### config.mk
export PLATFORM = sky130hd
export DESIGN_NAME = dmem_arbiter_flat
export DESIGN_NICKNAME = d
export VERILOG_FILES = /design/src/rtl/dmem_arbiter_if.sv /design/src/rtl/dmem_arbiter.sv /design/src/flat_wrapper.sv
export SDC_FILE = /design/constraint.sdc
export NUM_CORES = 1
export LEC_CHECK = 0
export CORE_ASPECT_RATIO = 1.75
export CORE_UTILIZATION = 31
export DETAILED_ROUTE_END_ITERATION = 8
export GPL_TIMING_DRIVEN = 0
export MAX_ROUTING_LAYER = met4
export PLACE_DENSITY = 0.79
export SKIP_CTS_REPAIR_TIMING = 1
export SLEW_MARGIN = 15
export SYNTH_ARGS = -nofsm -noshare
export SYNTH_HDL_FRONTEND = slang
export SYNTH_SLANG_ARGS = --single-unit
### constraint.sdc
create_clock -name clk -period 1.9 [get_ports clk]
set_input_delay 0.19 -clock clk [delete_from_list [all_inputs] [get_ports clk]]
set_output_delay 0.19 -clock clk [all_outputs]
set_load 0.02 [all_outputs]
### src/rtl/dmem_arbiter_if.sv
// Requester-side handshake bundle for one port of the data-memory arbiter.
// A requester uses the master modport; the arbiter uses the slave modport.
interface dmem_arbiter_if #(
    parameter int unsigned ADDR_W = 6,
    parameter int unsigned DATA_W = 16
);
    logic              req;
    logic              we;
    logic [ADDR_W-1:0] addr;
    logic [DATA_W-1:0] wdata;
    logic              lock;
    logic              gnt;
    logic              rvalid;

    modport master (
        output req, we, addr, wdata, lock,
        input  gnt, rvalid
    );

    modport slave (
        input  req, we, addr, wdata, lock,
        output gnt, rvalid
    );
endinterface

### src/rtl/dmem_arbiter.sv
// Round-robin arbiter with optional lock sharing a single-port data memory
// between two requesters; returns registered read data with per-port valid strobes.
module dmem_arbiter #(
    parameter int unsigned ADDR_W = 6,
    parameter int unsigned DATA_W = 16
) (
    input  logic              clk,
    input  logic              rst,
    dmem_arbiter_if.slave     p0,
    dmem_arbiter_if.slave     p1,
    output logic [DATA_W-1:0] rdata,
    output logic [ADDR_W-1:0] mem_addr,
    output logic              mem_we,
    output logic [DATA_W-1:0] mem_wdata,
    input  logic [DATA_W-1:0] mem_rdata
);
    logic last_q, last_d;
    logic owner_valid_q, owner_valid_d;
    logic owner_q, owner_d;
    logic rvalid0_q, rvalid0_d;
    logic rvalid1_q, rvalid1_d;
    logic gnt0, gnt1;
    logic [1:0] req;

    assign req = {p1.req, p0.req};

    always_comb begin
        gnt0          = 1'b0;
        gnt1          = 1'b0;
        last_d        = last_q;
        owner_d       = owner_q;
        owner_valid_d = 1'b0;

        // Reset suppresses every grant so the memory sees no write during reset.
        if (!rst) begin
            if (owner_valid_q && req[owner_q]) begin
                gnt0 = ~owner_q;
                gnt1 = owner_q;
            end else if (req == 2'b01) begin
                gnt0 = 1'b1;
            end else if (req == 2'b10) begin
                gnt1 = 1'b1;
            end else if (req == 2'b11) begin
                gnt0 = last_q;
                gnt1 = ~last_q;
            end
        end

        if (gnt0) begin
            last_d        = 1'b0;
            owner_d       = 1'b0;
            owner_valid_d = p0.lock;
        end else if (gnt1) begin
            last_d        = 1'b1;
            owner_d       = 1'b1;
            owner_valid_d = p1.lock;
        end

        rvalid0_d = gnt0 & ~p0.we;
        rvalid1_d = gnt1 & ~p1.we;

        if (gnt1) begin
            mem_addr  = p1.addr;
            mem_wdata = p1.wdata;
        end else begin
            mem_addr  = p0.addr;
            mem_wdata = p0.wdata;
        end
        mem_we = (gnt0 & p0.we) | (gnt1 & p1.we);
    end

    always_ff @(posedge clk) begin
        if (rst) begin
            last_q        <= 1'b1;
            owner_valid_q <= 1'b0;
            owner_q       <= 1'b0;
            rvalid0_q     <= 1'b0;
            rvalid1_q     <= 1'b0;
            rdata         <= '0;
        end else begin
            last_q        <= last_d;
            owner_valid_q <= owner_valid_d;
            owner_q       <= owner_d;
            rvalid0_q     <= rvalid0_d;
            rvalid1_q     <= rvalid1_d;
            if (rvalid0_d || rvalid1_d) begin
                rdata <= mem_rdata;
            end
        end
    end

    assign p0.gnt    = gnt0;
    assign p1.gnt    = gnt1;
    assign p0.rvalid = rvalid0_q;
    assign p1.rvalid = rvalid1_q;
endmodule

### src/flat_wrapper.sv
// flat-port wrapper written by rule: the top's interface ports become plain ports
module dmem_arbiter_flat 
#(
    parameter int unsigned ADDR_W = 6,
    parameter int unsigned DATA_W = 16
)
  (clk, rst, rdata, mem_addr, mem_we, mem_wdata, mem_rdata, p0_req, p0_we, p0_addr, p0_wdata, p0_lock, p0_gnt, p0_rvalid, p1_req, p1_we, p1_addr, p1_wdata, p1_lock, p1_gnt, p1_rvalid);
  dmem_arbiter_if #(.ADDR_W(ADDR_W), .DATA_W(DATA_W)) p0_i ();
  dmem_arbiter_if #(.ADDR_W(ADDR_W), .DATA_W(DATA_W)) p1_i ();
  input  logic clk;
  input  logic rst;
  output logic [DATA_W-1:0] rdata;
  output logic [ADDR_W-1:0] mem_addr;
  output logic mem_we;
  output logic [DATA_W-1:0] mem_wdata;
  input  logic [DATA_W-1:0] mem_rdata;
  input wire logic [$bits(p0_i.req)-1:0] p0_req;
  input wire logic [$bits(p0_i.we)-1:0] p0_we;
  input wire logic [$bits(p0_i.addr)-1:0] p0_addr;
  input wire logic [$bits(p0_i.wdata)-1:0] p0_wdata;
  input wire logic [$bits(p0_i.lock)-1:0] p0_lock;
  output wire logic [$bits(p0_i.gnt)-1:0] p0_gnt;
  output wire logic [$bits(p0_i.rvalid)-1:0] p0_rvalid;
  input wire logic [$bits(p1_i.req)-1:0] p1_req;
  input wire logic [$bits(p1_i.we)-1:0] p1_we;
  input wire logic [$bits(p1_i.addr)-1:0] p1_addr;
  input wire logic [$bits(p1_i.wdata)-1:0] p1_wdata;
  input wire logic [$bits(p1_i.lock)-1:0] p1_lock;
  output wire logic [$bits(p1_i.gnt)-1:0] p1_gnt;
  output wire logic [$bits(p1_i.rvalid)-1:0] p1_rvalid;
  assign p0_i.req = p0_req;
  assign p0_i.we = p0_we;
  assign p0_i.addr = p0_addr;
  assign p0_i.wdata = p0_wdata;
  assign p0_i.lock = p0_lock;
  assign p0_gnt = p0_i.gnt;
  assign p0_rvalid = p0_i.rvalid;
  assign p1_i.req = p1_req;
  assign p1_i.we = p1_we;
  assign p1_i.addr = p1_addr;
  assign p1_i.wdata = p1_wdata;
  assign p1_i.lock = p1_lock;
  assign p1_gnt = p1_i.gnt;
  assign p1_rvalid = p1_i.rvalid;
  dmem_arbiter #(.ADDR_W(ADDR_W), .DATA_W(DATA_W)) u_core (.clk(clk), .rst(rst), .p0(p0_i), .p1(p1_i), .rdata(rdata), .mem_addr(mem_addr), .mem_we(mem_we), .mem_wdata(mem_wdata), .mem_rdata(mem_rdata));
endmodule
Yosys cells after proc, flatten, opt, wreduce, memory -nomap -nowiden:

Index checks and enable logic that the tools add are counted.

* bits in registers: 21
* bits of input ports: 68
* word-level logic and storage cells: 41

* magnitude comparators: 1
* eq/ne operators: 3
* multiplexer cells: 18
* bitwise operators: 9
* reduce and logical (&&, ||, !) cells: 4

Operator list (number)
* two-way mux 1 bit: 16
* two-way mux 16 bit: 1
* two-way mux 6 bit: 1
* AND 1 bit: 4
* == test 2 bit (second input constant): 2
* NOT 1 bit: 4
* == test 2 x 1 -> 1 bit (second input constant): 1
* < comparator 1 x 2 -> 1 bit (second input constant): 1
* nonzero test 2 bit: 1
* OR reduction 2 bit: 1
* logical AND 1 bit: 1
* logical OR 1 bit: 1
* bitwise OR 1 bit: 1

Depth between registers and ports, before layout:

* depth in word-level cells: 8
* mapped depth: 5
* mapped depth without buffers: 4

Worst setup path after synthesis:

OpenSTA, ideal clock, no wires.

* kind: register to output
* start: reg u_core.last_q
* end: out mem_wdata[10]
* data arrival time: 1512 ps
* path slack: 198 ps
* stages on the path, launching flop included: 5
* path buffers: 1
* cell sequence: dfxtp_1 or2_4 a31oi_4 buf_4 mux2_2

* longest elaborated chain between the ends: 7

Ends and longest elaborated chain
* start: declaration: RTL line dmem_arbiter.sv:17 `logic last_q, last_d;`
* start signal: assignment: RTL line dmem_arbiter.sv:81 `last_q <= last_d;`
* NOT 1 bit: RTL line dmem_arbiter.sv:45 `gnt1 = ~last_q;`
* two-way mux 1 bit: RTL line dmem_arbiter.sv:43 `end else if (req == 2'b11) begin`
* two-way mux 1 bit: RTL line dmem_arbiter.sv:41 `end else if (req == 2'b10) begin`
* two-way mux 1 bit: RTL line dmem_arbiter.sv:39 `end else if (req == 2'b01) begin`
* two-way mux 1 bit: RTL line dmem_arbiter.sv:36 `if (owner_valid_q && req[owner_q]) begin`
* two-way mux 1 bit: RTL line dmem_arbiter.sv:35 `if (!rst) begin`
* net p1_gnt: RTL line flat_wrapper.sv:29 `output wire logic [$bits(p1_i.gnt)-1:0] p1_gnt;`
* two-way mux 16 bit: RTL line dmem_arbiter.sv:62 `if (gnt1) begin`
* end: declaration: RTL line flat_wrapper.sv:15 `output logic [DATA_W-1:0] mem_wdata;`

The timed path passes the listed nets, and every way through them passes these cells.

Worst setup path in the final report:

* start: reg u_core.owner_valid_q
* end: out mem_wdata[0]

* longest elaborated chain between the ends: 4

Ends and longest elaborated chain
* start: declaration: RTL line dmem_arbiter.sv:18 `logic owner_valid_q, owner_valid_d;`
* start signal: assignment: RTL line dmem_arbiter.sv:82 `owner_valid_q <= owner_valid_d;`
* logical AND 1 bit: RTL line dmem_arbiter.sv:36
* two-way mux 1 bit: RTL line dmem_arbiter.sv:36
* two-way mux 1 bit: RTL line dmem_arbiter.sv:35
* two-way mux 16 bit: RTL line dmem_arbiter.sv:62

No other way between the ends.

==> parameters.txt <==
Parameter                              Value

Floorplanning
  Die area    0.00428 mm2
  Placeable core region    0.00387 mm2
  Y dimension of the die    85.8 um
  Starting Density    32.1%
  Total number of placement rows    30
  Die Width    49.9 um
  Total I/O pin count    111

Power
  Relative contribution of the clock network to total power    21.8%
  Sequential share of power    36.1%
  Combinational group share of total power    42.1%
  Final Total Pwr    0.00132 W
  Internal    0.000959 W
  Leakage component of the power    1.19 nW
  P_sw    0.000364 W
  Worst IR Drop VDD    0.320 mV
  Power density normalized to cell area    503 mW/mm2
  Proportion of total power due to net switching    27.5%

Place
  Worst-case setup slack after placement    -0.813 ns
  Standard cell area after detailed placement    0.00240 mm2
  Placer's final routability congestion estimate    0.718
  Number of port buffers    110
  Sum of net half-perimeters after detailed placement    3040 um

GRT
  Initial antenna violation count    0
  Remaining Overflow, GRT    0
  Met2 usage in global routing    32.4%
  Global Route met1 Usage    20.0%
  Met3 layer usage reported by global route    3.72%
  Vias in the first global route    1336
  Total routing usage reported by global routing    18.4%
  Layer with the highest usage    met2
  First-pass GRT wire length    5810 um
  Largest net degree at the start of global routing    12

Outcome
  Outcome    finished, violations left
  Failing checks    setup timing

Timing
  Number of failing hold endpoints at the final stage    0
  Minimum clock period after layout    2.11 ns
  Setup WS post-layout    -0.214 ns
  Timing-limited maximum frequency    0.473 GHz
  Setup violation total in the final timing report    22
  Sum of negative setup slack    -2.66 ns
  Unrepaired setup endpoints after global routing    yes
  Final number of max-transition violations    0
  Fraction of the cycle the final worst path needs    111%
  Worst hold slack    0.320 ns
  Clock tree skew after final layout    0.00223 ns
  Slew of the pin with the lowest slew margin    0.388 ns
  Worst slew margin relative to its limit    74.1%

Layout
  Final Cell Area    0.00263 mm2
  Layout area overhead    112%
  Final nets    312
  Number of antenna repair diodes    0
  Leading cell type in the layout, fill and taps excluded    clkdlybuf4s50_1
  Area used by multi-input combinational logic    841 um2
  Sequential standard cell area    422 um2
  Proportion of layout cells with a drive suffix above 1    26.7%
  Most frequent cells in the layout    83 x clkdlybuf4s50_1, 34 x nand2b_1, 20 x dfxtp_1, 19 x buf_6, 17 x mux2_4
  Filler cells    308

Synth
  Number of warnings reported in the yosys synthesis log    0
  Area share of the largest cell type after synthesis    33.8%
  Syn avg cell area    10.4 um2
  Leading post-synthesis cells by cell area    dfxtp_1 34%, mux2_2 20%, nand2b_1 17%, mux2i_1 13%, a2bb2oi_4 2.1%
  Number of instances in the synthesized netlist    120
  Cell type with the highest aggregate area in the netlist    dfxtp_1
  Number of storage elements in the synthesis netlist    21
  Syn Std Cell Area    0.00124 mm2
  Post-synthesis net count    188
  Share of synthesized area occupied by flip-flops and latches    33.8%
  Distinct cells, synth    21

Setup path
  Type of element launching the critical path    register
  Crit-path max FO    5
  Data arrival time of the worst path    1.92 ns
  Classification of the worst setup path    reg2out
  Worst setup EP type    output port
  Worst endpoint required time    1.71 ns

Detailed routing
  Total DRC errors in the routed layout    0
  Total vias in the final route    1351
  Routed wire length    3970 um
  Drt initial violations    8
  Routed vias/inst    4.64
  Average detailed-routed wire length per instance    13.7 um
  Pre-antenna DRT Iters    4
  Number of nets with antenna violations after detailed routing    0

Clock network
  Cell at the root of the clock tree    clkbuf_8
  CTS tree    built
  H-tree depth    1
  Worst-path clk slew    0.07 ns
  Longest Clk Path Bufs    2
  Clock sinks    21
  Clock latency of the later-clocked register in the worst-skew pair    0.26 ns
  Number of buffers inserted during clock tree synthesis    3

Min path
  Class of the tightest hold or removal check    in2reg

Job
  Max Cap Violations    0
[worst paths after layout]
check / start / endpoint / slack (ns) / depth (start not counted)
max: u_core.owner_valid_q$_SDFF_PP0_ / mem_wdata[0] / -0.21 / 7
min reg2reg: u_core.rdata[5]$_SDFFE_PP0P_ / u_core.rdata[5]$_SDFFE_PP0P_ / 0.48 / 2
min: p1_req / u_core.last_q$_SDFFE_PP1P_ / 0.32 / 3
max reg2reg: u_core.owner_valid_q$_SDFF_PP0_ / u_core.rdata[12]$_SDFFE_PP0P_ / 0.14 / 6
[state kept, by name, indices dropped and copies added, names as in the netlist]
name and count:
u_core.last_q 1, u_core.owner_q 1, u_core.owner_valid_q 1, u_core.p0.rvalid 1, u_core.p1.rvalid 1, u_core.rdata 16
[metal layers]
metal / routed length, um / up-vias
met3: 393 / 4
met2: 1940 / 91
li1: - / 652
met1: 1600 / 604
met5: 0 / -
met4: 46 / 0
[critical path, stage by stage, from the launching register on]
cell and delay (ns):
dfxtp_2 0.33, or2_4 0.26, a31oi_4 0.25, buf_12 0.15, buf_8 0.10, clkbuf_16 0.14
mux2_4 0.30, buf_6 0.13
[cells by family after synthesis]
kind of cell	synth area share [%]
AND/OR/NAND/NOR	21.3
multiplexers	32.8
flip-flops	33.8
AO/OA/AOI/OAI	8.36
buffers and inverters	3.63
[power by group through the flow]
stage                     Clock [W]  Combinational, W  Sequential, W
after floorplan                   0          0.000199       0.000511
after global placement            0          0.000502       0.000487
after detailed placement          0          0.000505       0.000488
after CTS                  0.000298          0.000507       0.000478
after global routing       0.000312          0.000588       0.000480
final                      0.000289          0.000556       0.000478
[cell type report]
type	count	share of cell area [%]
buffer	6	1.85
sequential	21	16.0
timing repair buffer	119	45.9
multi-input combinational	91	32.0
inverter	2	0.285
clock buffer	4	1.71
tap	48	2.28
[per-stage QoR]
step,util (%),std cells
final,68.1,291
after global routing,68.1,291
after CTS,63.3,282
after detailed placement,62.2,278
after global placement,62.2,278
after floorplan,-,120
[cells in the mapped netlist, drive strengths merged]
cell / n
nand2b: 34
mux2: 22
dfxtp: 21
mux2i: 16
nand2: 4
buf: 3
clkbuf: 3
nor2: 3
a22o: 2
inv: 2
or2: 2
a21boi: 1
a21oi: 1
a22oi: 1
a2bb2oi: 1
a31oi: 1
and3: 1
nor3: 1
o21bai: 1
Note: power is estimated with default switching activity, not from simulation.
